--- config.mk ---
export PLATFORM = sky130hd
export DESIGN_NAME = seq_mag_comparator
export DESIGN_NICKNAME = d
export VERILOG_FILES = /design/src/rtl/cmp_pkg.sv /design/src/rtl/digit_cmp.sv /design/src/rtl/seq_mag_comparator.sv
export SDC_FILE = /design/constraint.sdc
export NUM_CORES = 1
export LEC_CHECK = 0
export CORE_MARGIN = 5
export CORE_UTILIZATION = 54
export CTS_CLUSTER_SIZE = 14
export DETAILED_ROUTE_END_ITERATION = 10
export PLACE_DENSITY = 0.92
export SYNTH_ARGS = -nofsm -noshare
export SYNTH_HDL_FRONTEND = slang
export SYNTH_SLANG_ARGS = --single-unit
--- constraint.sdc ---
create_clock -name clk -period 5.7 [get_ports clk]
set_input_delay 0.57 -clock clk [delete_from_list [all_inputs] [get_ports clk]]
set_output_delay 0.57 -clock clk [all_outputs]
set_load 0.01 [all_outputs]
--- src/rtl/cmp_pkg.sv ---
// Shared types and elaboration helpers for the slice-serial magnitude comparator.
package cmp_pkg;

  // Controller states.
  typedef enum logic [1:0] {
    IDLE = 2'd0,
    RUN  = 2'd1,
    DONE = 2'd2
  } state_t;

  // Ceiling log2, usable in constant expressions.
  function automatic int clog2(input int value);
    int r;
    r = 0;
    for (int v = value - 1; v > 0; v = v >> 1) begin
      r = r + 1;
    end
    return r;
  endfunction

  // Slice index width; a single-slice design still needs a 1-bit counter.
  function automatic int idx_width(input int ndig);
    return (clog2(ndig) < 1) ? 1 : clog2(ndig);
  endfunction

  // Number of slices walked per compare.
  function automatic int calc_ndig(input int width, input int digit);
    return width / digit;
  endfunction

endpackage

--- src/rtl/digit_cmp.sv ---
// Combinational compare of one slice; optional MSB flip turns the top slice
// of a two's-complement operand into an order-preserving unsigned value.
module digit_cmp #(
  parameter int DIGIT = 8
) (
  input  logic [DIGIT-1:0] a,
  input  logic [DIGIT-1:0] b,
  input  logic             flip_msb,
  output logic             a_lt,
  output logic             a_gt
);

  logic [DIGIT-1:0] msb_mask;
  logic [DIGIT-1:0] a_mod;
  logic [DIGIT-1:0] b_mod;

  // Bias both slices by the sign bit when requested, then compare unsigned.
  always_comb begin
    msb_mask           = '0;
    msb_mask[DIGIT-1]  = 1'b1;
    a_mod              = flip_msb ? (a ^ msb_mask) : a;
    b_mod              = flip_msb ? (b ^ msb_mask) : b;
    a_lt               = (a_mod < b_mod);
    a_gt               = (a_mod > b_mod);
  end

endmodule

--- src/rtl/seq_mag_comparator.sv ---
// Slice-serial magnitude comparator: walks operands MSB slice first, stops at
// the first differing slice, falls back to the cascade inputs when all match.
module seq_mag_comparator
  import cmp_pkg::*;
#(
  parameter int WIDTH = 32,
  parameter int DIGIT = 8
) (
  input  logic             clk,
  input  logic             rst,
  input  logic             start,
  input  logic             is_signed,
  input  logic [WIDTH-1:0] A,
  input  logic [WIDTH-1:0] B,
  input  logic             l,
  input  logic             e,
  input  logic             g,
  output logic             busy,
  output logic             done,
  output logic             lt,
  output logic             eq,
  output logic             gt
);

  localparam int NDIG  = calc_ndig(WIDTH, DIGIT);
  localparam int IDX_W = idx_width(NDIG);
  localparam logic [IDX_W-1:0] IDX_TOP = IDX_W'(NDIG - 1);

  state_t           state_reg, state_next;
  logic [WIDTH-1:0] a_reg, a_next;
  logic [WIDTH-1:0] b_reg, b_next;
  logic             signed_reg, signed_next;
  logic             l_reg, l_next;
  logic             e_reg, e_next;
  logic             g_reg, g_next;
  logic [IDX_W-1:0] idx_reg, idx_next;
  logic             done_reg, done_next;
  logic             lt_reg, lt_next;
  logic             eq_reg, eq_next;
  logic             gt_reg, gt_next;

  logic [DIGIT-1:0] a_slices [NDIG];
  logic [DIGIT-1:0] b_slices [NDIG];
  logic [DIGIT-1:0] a_slice;
  logic [DIGIT-1:0] b_slice;
  logic             flip_msb;
  logic             slice_lt;
  logic             slice_gt;

  // Split captured operands into slices for the index mux.
  for (genvar gi = 0; gi < NDIG; gi++) begin : g_slice
    assign a_slices[gi] = a_reg[gi*DIGIT +: DIGIT];
    assign b_slices[gi] = b_reg[gi*DIGIT +: DIGIT];
  end

  // Select the slice under examination; only the top slice carries the sign.
  always_comb begin
    a_slice  = a_slices[idx_reg];
    b_slice  = b_slices[idx_reg];
    flip_msb = signed_reg && (idx_reg == IDX_TOP);
  end

  digit_cmp #(
    .DIGIT (DIGIT)
  ) u_digit_cmp (
    .a        (a_slice),
    .b        (b_slice),
    .flip_msb (flip_msb),
    .a_lt     (slice_lt),
    .a_gt     (slice_gt)
  );

  // Next-state, capture and result logic; everything holds unless updated.
  always_comb begin
    state_next  = state_reg;
    a_next      = a_reg;
    b_next      = b_reg;
    signed_next = signed_reg;
    l_next      = l_reg;
    e_next      = e_reg;
    g_next      = g_reg;
    idx_next    = idx_reg;
    done_next   = 1'b0;
    lt_next     = lt_reg;
    eq_next     = eq_reg;
    gt_next     = gt_reg;

    case (state_reg)
      IDLE, DONE: begin
        // Results stay untouched here so they remain readable until the
        // next compare actually finishes.
        if (start) begin
          a_next      = A;
          b_next      = B;
          signed_next = is_signed;
          l_next      = l;
          e_next      = e;
          g_next      = g;
          idx_next    = IDX_TOP;
          state_next  = RUN;
        end
      end
      RUN: begin
        // start is deliberately ignored while a compare is in flight.
        if (slice_lt || slice_gt) begin
          lt_next    = slice_lt;
          eq_next    = 1'b0;
          gt_next    = slice_gt;
          done_next  = 1'b1;
          state_next = DONE;
        end else if (idx_reg != '0) begin
          idx_next = idx_reg - 1'b1;
        end else begin
          // All slices equal: pass the cascade through verbatim.
          lt_next    = l_reg;
          eq_next    = e_reg;
          gt_next    = g_reg;
          done_next  = 1'b1;
          state_next = DONE;
        end
      end
      default: begin
        state_next = IDLE;
      end
    endcase
  end

  // State and datapath registers with synchronous reset.
  always_ff @(posedge clk) begin
    if (rst) begin
      state_reg  <= IDLE;
      a_reg      <= '0;
      b_reg      <= '0;
      signed_reg <= 1'b0;
      l_reg      <= 1'b0;
      e_reg      <= 1'b0;
      g_reg      <= 1'b0;
      idx_reg    <= '0;
      done_reg   <= 1'b0;
      lt_reg     <= 1'b0;
      eq_reg     <= 1'b0;
      gt_reg     <= 1'b0;
    end else begin
      state_reg  <= state_next;
      a_reg      <= a_next;
      b_reg      <= b_next;
      signed_reg <= signed_next;
      l_reg      <= l_next;
      e_reg      <= e_next;
      g_reg      <= g_next;
      idx_reg    <= idx_next;
      done_reg   <= done_next;
      lt_reg     <= lt_next;
      eq_reg     <= eq_next;
      gt_reg     <= gt_next;
    end
  end

  assign busy = (state_reg == RUN);
  assign done = done_reg;
  assign lt   = lt_reg;
  assign eq   = eq_reg;
  assign gt   = gt_reg;

endmodule

Yosys cells after proc, flatten, opt, wreduce, memory -nomap -nowiden
Cells that the tools add are included.
- flip-flop bits (word level): 76
- bits of input ports: 71
- output and inout bits: 5
- logic and storage cells: 63
- $add $sub $neg: 1
- magnitude comparators: 3
- eq/ne operators: 8
- mux-type cells: 24
- bitwise gates (word level): 4
- reduce and logical (&&, ||, !) cells: 11
- operators with widths (kind ; number):
    $mux 8 ; 6
    $bmux 8 s2 ; 2
    $mux 2 ; 6
    $gt 8x8->1 ; 1
    $lt 8x8->1 ; 1
    $mux 1 ; 8
    $pmux 2 s2 ; 2
    $ne 2x2->1 const B ; 3
    $reduce_and 2->1 ; 3
    $eq 2x2->1 const B ; 2
    $reduce_and 4->1 ; 1
    $reduce_bool 2->1 ; 2
    $reduce_or 2->1 ; 2
    $ge 3x3->1 const B ; 1
    $ne 3x3->1 const B ; 1
    $not 1->1 ; 3
    $not 2->3 ; 1
    $eq 2x1->1 const B ; 1
    $logic_not 2->1 ; 1
    $ne 2x1->1 const B ; 1
    $sub 2x1->2 const B ; 1
    $logic_and 1x1->1 ; 1
    $logic_or 1x1->1 ; 1

Depth between registers and ports, before layout
- depth after elaboration: 10
- depth in mapped cells: 10
- mapped depth without buffers: 9

Modules after synthesis
From an unflattened synthesis, not the netlist that was laid out.
- cells, all modules: 389
- area total of the unflattened synthesis: 3313.2 um^2
- by module, submodules not included (module ; instances ; cells an instance ; area each (um^2) ; seq. area each (um^2)):
    seq_mag_comparator ; 1 ; 359 ; 3088.0 ; 1521.5
    digit_cmp ; 1 ; 30 ; 225.2 ; 0.0

Worst setup path after synthesis
OpenSTA, ideal clock, no wires.
- path kind: register to register
- start point: register idx_reg[0]
- end point: register eq_reg, in the netlist eq
- setup time: 0.070 ns
- data arrival time: 2.808 ns
- data required time: 5.630 ns
- path slack: 2.822 ns
- stages on the path, launching flop included: 10
- buffers on the path: 2
- clock period less this slack: 2.878 ns
- cells stage by stage: dfxtp_1 -> buf_2 -> buf_2 -> mux4_2 -> ha_1 -> nor2b_4 -> o211a_4 -> o31a_1 -> or3_1 -> a21oi_1
- cells in the longest elaborated chain, start to end: 10
- elaborated cells between the ends (all ways): 20
- those cells by class: order compare (2); eq/ne (2); mux (9); bitwise (3); reduce/logical (4)
- RTL lines (item ; RTL line ; text):
    start, declared ; seq_mag_comparator.sv:36 ; logic [IDX_W-1:0] idx_reg, idx_next;
    start signal, assigned ; seq_mag_comparator.sv:151 ; idx_reg <= idx_next;
    $not 2->3 (implied by the code) ; seq_mag_comparator.sv:58, seq_mag_comparator.sv:59 ;
    $bmux 8 s2 (on tied branches) ; seq_mag_comparator.sv:58, seq_mag_comparator.sv:59 ;
    $mux 8 (on tied branches) (2 in series) ; seq_mag_comparator.sv:58, seq_mag_comparator.sv:59 ;
    $not 1->1 (no line) ; n/a ;
    $mux 8 (on tied branches) ; digit_cmp.sv:21, digit_cmp.sv:22 ;
    $lt 8x8->1 / $gt 8x8->1 (equally long branches) ; digit_cmp.sv:23, digit_cmp.sv:24 ;
    $logic_or 1x1->1 ; seq_mag_comparator.sv:105 ; if (slice_lt || slice_gt) begin
    $ne 2x2->1 (no line) ; n/a ;
    $reduce_and 2->1 (no line) ; n/a ;
    end signal, assigned ; seq_mag_comparator.sv:154 ; eq_reg <= eq_next;
    end, declared ; seq_mag_comparator.sv:39 ; logic eq_reg, eq_next;
Parallel ways exist; a longest one is shown, timed or not. The select of a mux whose other input is x is not followed.
A chain may end at the register's enable or synchronous reset.

Worst setup path in the final report
- start point: register idx_reg[1]
- end point: register lt_reg, in the netlist lt
- cells in the longest elaborated chain, start to end: 10
- elaborated cells between the ends (all ways): 20
- those cells by class: order compare (2); eq/ne (2); mux (9); bitwise (3); reduce/logical (4)
- RTL lines (item ; RTL line ; text):
    $not 2->3 (implied by the code) ; seq_mag_comparator.sv:58, seq_mag_comparator.sv:59 ;
    $bmux 8 s2 (on tied branches) ; seq_mag_comparator.sv:58, seq_mag_comparator.sv:59 ;
    $mux 8 (on tied branches) (2 in series) ; seq_mag_comparator.sv:58, seq_mag_comparator.sv:59 ;
    $not 1->1 (no line) ; n/a ;
    $mux 8 (on tied branches) ; digit_cmp.sv:21, digit_cmp.sv:22 ;
    $lt 8x8->1 / $gt 8x8->1 (equally long branches) ; digit_cmp.sv:23, digit_cmp.sv:24 ;
    $logic_or 1x1->1 ; seq_mag_comparator.sv:105 ;
    $ne 2x2->1 (no line) ; n/a ;
    $reduce_and 2->1 (no line) ; n/a ;
    end signal, assigned ; seq_mag_comparator.sv:153 ; lt_reg <= lt_next;
    end, declared ; seq_mag_comparator.sv:38 ; logic lt_reg, lt_next;
Parallel ways exist; a longest one is shown, timed or not. The select of a mux whose other input is x is not followed.

==> impl_metrics.toml <==
[outcome]
status = "finished, final reports clean"

[clocking]
post_cts_resize_count = 0
cts_buffers = 9
clkTransAtPathRegs_ns = 0.08
clockRootBuffer = "clkbuf_8"
cts_tree = "yes"
htree_levels = 3
cts.hold.buffers_added = 0
cts.sinks = 76
post_cts.repair.setup_buffers = 0
clk_path_buf_depth = 2
clk-insertion-delay-late_ns = 0.34

[layout]
final_cell_mix = "nand2_1, dfxtp_1, a21oi_1"
final_common_cell = "nand2_1"
design_area_um2 = 4300
insertedDiodeCount = 0
area_delta_synth_final_pct = 30.4
nets = 530
multi_input_area_um2 = 1640
fillCellCount = 413
seq_area_um2 = 1520
final_cell_count_no_fill = 528
drive_above_1_share_pct = 9.27

[yosys]
yosys-top-cells-area = "dfxtp_1, nand2_1, a21oi_1, mux4_2, ha_1"
synth_area_per_cell_um2 = 8.51
syn-num-nets = 469
yosys_warnings = 0
yosysTopAreaCell = "dfxtp_1"
synth_cells = 388
synthesis.area_um2 = 3300
yosys.area.top_type_share_pct = 46.1
ys_types = 33
ys_seq_area_share_pct = 46.1
ys_seq_elements = 76

[floorplanning]
start_util_pct = 55.8
rows = 28
dieWidth_um = 88.2
die_area_um2 = 7780
core_region_area_um2 = 5920
io_pins = 76
die_y_um = 88.2

[timing]
finalCritPeriodShare_pct = 54.6
max_freq_ghz = 0.321
period_minus_slack_ns = 3.11
finalHoldViolations = 0
holdWs_ns = 0.455
finalSetupTns_ns = 0
tightest_slew_ns = 1.26
slew_violations = 0
fin_skew_ns = 0.00467
setup_viol = 0
slew_headroom_pct = 15.8
grt_setup_unrepaired = "no"

[grt]
grt_usage_pct = 21.4
antenna_found_initial = 0
gr-total-overflow = 0
grt_pass1_vias = 2906
grt_pass1_wl_mm = 12.8
grt_max_degree = 78

[pwr]
leakage_uw = 0.00162
pwr_density_cell_nw_per_um2 = 304
ir_drop_v = 0.000195
finalPower_uw = 1310

[worst_setup_path]
r2r_slack_ns = 2.59
cp.required_ns = 5.94
end_kind = "register"
crit_type = "reg2reg"
cp-start-kind = "register"
critPathMaxFanout = 19
critPathArrivalTime_ns = 3.35

[detailed_routing]
drt_iter0_markers = 194
route.vias.total = 2874
wirelength_mm = 8.06
drc_errors = 0
firstDrtPassIters = 4
antenna_left = 0
wl_per_cell_um = 15.3
viasPerCell = 5.44

[job]
max_cap_violations = 0

[min_path]
hp-class = "reg2reg"

[place]
port_buffers = 75
place_inst = 513
hpwl_mm = 5.52
routabilityCongestion = 0.842
postPlaceCellArea_um2 = 4070
## worst paths after layout
path                            startpoint  cells after the start         to
worst min-delay path             a_reg[23]                      2  a_reg[23]
worst min register to register   a_reg[23]                      2  a_reg[23]
worst max-delay path            idx_reg[1]                      8         lt
worst max register to register  idx_reg[1]                      8         lt
## final cells by class
cell class                 count  share of cell area, %
tap                           75                   2.18
multi-input combinational    274                   38.2
clock inverter                 4                   2.27
clock buffer                  11                   3.28
timing repair buffer          78                   17.8
sequential                    76                   35.3
inverter                      10                  0.872
## cell families (layout without fill, tap and decap cells)
logic type | Yosys count | in the layout | share of synthesized area [%]
AO/OA/AOI/OAI | 91 | 91 | 15.5
XOR/XNOR | 2 | 2 | 0.531
adder cells (fa/ha/maj) | 10 | 10 | 3.79
buffers and inverters | 38 | 103 | 4.43
flip-flops | 76 | 76 | 46.1
multiplexers | 16 | 16 | 10.9
AND/OR/NAND/NOR | 155 | 155 | 18.7
## metal layers
metal	GRT usage (%)	part of all wire, %
met5	0	0
met4	10.9	3.8
met3	5.08	4.9
met2	37.6	53
met1	24.0	39
## critical path: stages (launching register included)
cell and delay, ns:
dfxtp_1 0.86, mux4_2 0.43, xor2_1 0.16, ha_1 0.31, a21oi_1 0.14, o21ai_1 0.19
o31ai_1 0.48, a21oi_1 0.12, a311oi_1 0.30
## Yosys cell counts
cell / count
nand2_1: 139
dfxtp_1: 76
a21oi_1: 75
clkbuf_1: 24
mux4_2: 16
ha_1: 10
inv_1: 10
nor2_1: 5
buf_2: 3
nand2b_1: 2
nand4_1: 2
nor2b_1: 2
o21ai_0: 2
o21ai_1: 2
o31ai_1: 2
a211oi_1: 1
a21o_1: 1
a2bb2oi_1: 1
a311oi_1: 1
buf_1: 1
nor2b_4: 1
nor3_1: 1
o211a_4: 1
o21ba_2: 1
o311ai_0: 1
o311ai_2: 1
o31a_1: 1
o32ai_1: 1
or2_2: 1
or3_1: 1
or3b_2: 1
xnor2_1: 1
xor2_1: 1
## metrics by stage
stage                     setup WS (ns)  utilization [%]
after floorplan                    2.82                -
after global placement             2.84             68.7
after detailed placement           2.68             68.7
after CTS                          2.63             72.7
after global routing               2.35             72.7
final                              2.59             72.7
## power by group
part,switching [uW],internal [uW],total [uW]
Combinational,112,120,232
Clock,190,301,491
Sequential,22.3,564,586
Total,325,985,1310
No activity file was read; power rests on OpenSTA's default activity.
==> variant: new RTL, config.mk and constraints unchanged <==
Encoding of `state_t`: now one-hot (3 bits for 3 states).
--- a/src/rtl/cmp_pkg.sv
+++ b/src/rtl/cmp_pkg.sv
@@ -2,10 +2,10 @@
 package cmp_pkg;
 
   // Controller states.
-  typedef enum logic [1:0] {
-    IDLE = 2'd0,
-    RUN  = 2'd1,
-    DONE = 2'd2
+  typedef enum logic [2:0] {
+    IDLE = 3'b001,
+    RUN  = 3'b010,
+    DONE = 3'b100
   } state_t;
 
   // Ceiling log2, usable in constant expressions.
Function: no difference found for any inputs over 10 cycles, from zero or initial values and one cycle with rst high; not proved beyond that.
==> variant against the unedited design <==
  * Wire length shrank 3.7%
  * Power is 4.1% lower
  * Die area up 1.9%
  * Final area increased by 0.81%
  * Hold slack better by 0.0022 ns
  * Area after synthesis up 2.1%
  * Synthesized cell count increased by 2.3%
  * Non-clock buffer count rose by 1
  * Sequential cell count rose by 1
  * Combinational power rose by 6%
  * Setup slack got worse by 0.050 ns
  * Critical path type unchanged
  * Critical endpoint unchanged
==> variant: results (changes against the unedited design) <==
Sorting the synthesized cells by how often they occur yields nand2_1, dfxtp_1, a21oi_1. The path class of the tightest hold or removal check is reg -> reg. The count of cell types in the netlist came out at 36 (+9.1%). The compound-cell area share of the yosys netlist is 14.4% (-1.2 points). The final clock skew is 0.00893 ns (+0.00426 ns). The fraction of synthesized cell area in xor and xnor cells came out at 1.04% (+0.51 points). The synthesized netlist net count is 478 (+1.9%).

The share of async-settable or async-resettable flops after synthesis came out at 0% (unchanged). By area the synthesized netlist is led by dfxtp_1, nand2_1, a21oi_1. The average cell area after synthesis came out at 8.49 sq um (-0.19%). The clock-pin slew of the registers on the worst-case setup and hold paths is 0.07 ns. The fraction of layout cells with a size suffix above 1 is 9.07% (-0.20 points). The number of synthesis warnings came to 0 (unchanged). The global-route usage over all layers came to 20.8% (-0.61 points). The arrival time of data at the critical path endpoint came out at 3.34 ns (about the same). The number of global-route vias before repair came out at 2,796 (-3.8%).

The largest buffer count on any clock path was 2 (unchanged). The run finished with clean final reports. The clock insertion delay at the later pin of the skew report came out at 0.35 ns.

The peak fanout along the critical path came out at 18 (-1). The total number of vias is 2,938 (+2.2%). The number of iterations in the first detailed-routing pass is 5 (+1). The cell area after placement came out at 4140 sq um (+1.8%).

The routed length per instance is 14.4 microns (-5.5%). The wire length of the first global-routing pass is 12.6 mm (-1.3%). The root buffer cell is clkbuf_8. The count of state elements after synthesis is 77 (+1.3%). The pin count of the biggest net entering global routing came to 79 (+1.3%). The number of clock buffers inserted by TritonCTS came out at 9 (unchanged). The static power due to leakage is 1.63 nW (+0.67%). The peak supply drop came to 0.175 mV (-11%). The number of antenna cells inserted is 0 (unchanged).

The number of cells in the design after placement is 522 (+1.8%). The number of H-tree branching levels was 3 (unchanged). The final RePlAce weighted congestion came out at 0.828 (-1.7%). The number of non-filler instances in the completed layout is 538 (+1.9%). The violation count after the first detailed-route iteration was 182 (-6.2%).

The number of antenna violations at the first check in global routing is 0 (unchanged). The share of cell area taken by muxes after synthesis came out at 10.7% (-0.23 points). The area share of fa/ha/maj cells after synthesis came out at 3.71% (-0.079 points). The number of port buffers came out at 75 (unchanged). The post-CTS setup buffer count came to 0 (unchanged). The share of synthesized area occupied by flip-flops and latches is 45.7% (-0.36 points). The worst slew slack as a fraction of its limit came out at 46.1% (+30 points).

The total half-perimeter wirelength after legalization and detailed placement is 5.64 mm (+2.3%).
==> variant: final timing paths <==
check,to,start,slack (ns),depth (start not counted)
worst min-delay path,b_reg[17]$_SDFFE_PP0P_,b_reg[17]$_SDFFE_PP0P_,0.46,2
worst max-delay path,lt$_SDFFE_PP0P_,idx_reg[1]$_SDFFE_PP0P_,2.54,7
worst max register to register,lt$_SDFFE_PP0P_,idx_reg[1]$_SDFFE_PP0P_,2.54,7
worst min register to register,b_reg[17]$_SDFFE_PP0P_,b_reg[17]$_SDFFE_PP0P_,0.46,2
==> variant: area by class of cell <==
type | instances | area, sq um
sequential | 77 | 1540
inverter | 12 | 45.0
tap | 75 | 93.8
clock inverter | 3 | 43.8
clock buffer | 13 | 159
timing repair buffer | 79 | 776
multi-input combinational | 279 | 1680
fill | 436 | 1650
==> variant: metal layers <==
metal	global-route usage, %	share of wire [%]
met1	25.4	40
met2	35.0	49
met4	9.47	2.8
met5	0	0
met3	4.61	7.6
==> variant: cell families (layout without fill, tap and decap cells) <==
group | after synthesis | count (layout)
compound gates | 87 | 87
xor+xnor | 4 | 4
fa+ha+maj | 10 | 10
buf+inv | 41 | 107
flops | 77 | 77
mux | 16 | 16
simple gates | 162 | 162
==> variant: critical path: stages (launching register included) <==
cell,delay (ns)
dfxtp_1,0.85
mux4_2,0.44
xnor2_1,0.15
ha_1,0.33
nand4_1,0.23
or3_1,0.43
o21ai_0,0.41
a221oi_1,0.17
==> variant: where the power goes <==
| group | switching [W] | internal, W | total [W] |
|---|---|---|---|
| registers | 0.0000240 | 0.000574 | 0.000598 |
| logic | 0.000121 | 0.000124 | 0.000245 |
| clock network | 0.000187 | 0.000227 | 0.000413 |
| total | 0.000331 | 0.000925 | 0.00126 |
==> variant: per-stage QoR <==
step / utilization [%] / worst slack, ns / hold slack (ns)
floorplan: - / 2.71 / 0.432
global placement: 69.0 / 2.75 / 0.440
detailed placement: 69.0 / 2.57 / 0.446
CTS: 72.4 / 2.51 / 0.456
global route: 72.4 / 2.36 / 0.472
finish: 72.4 / 2.54 / 0.457
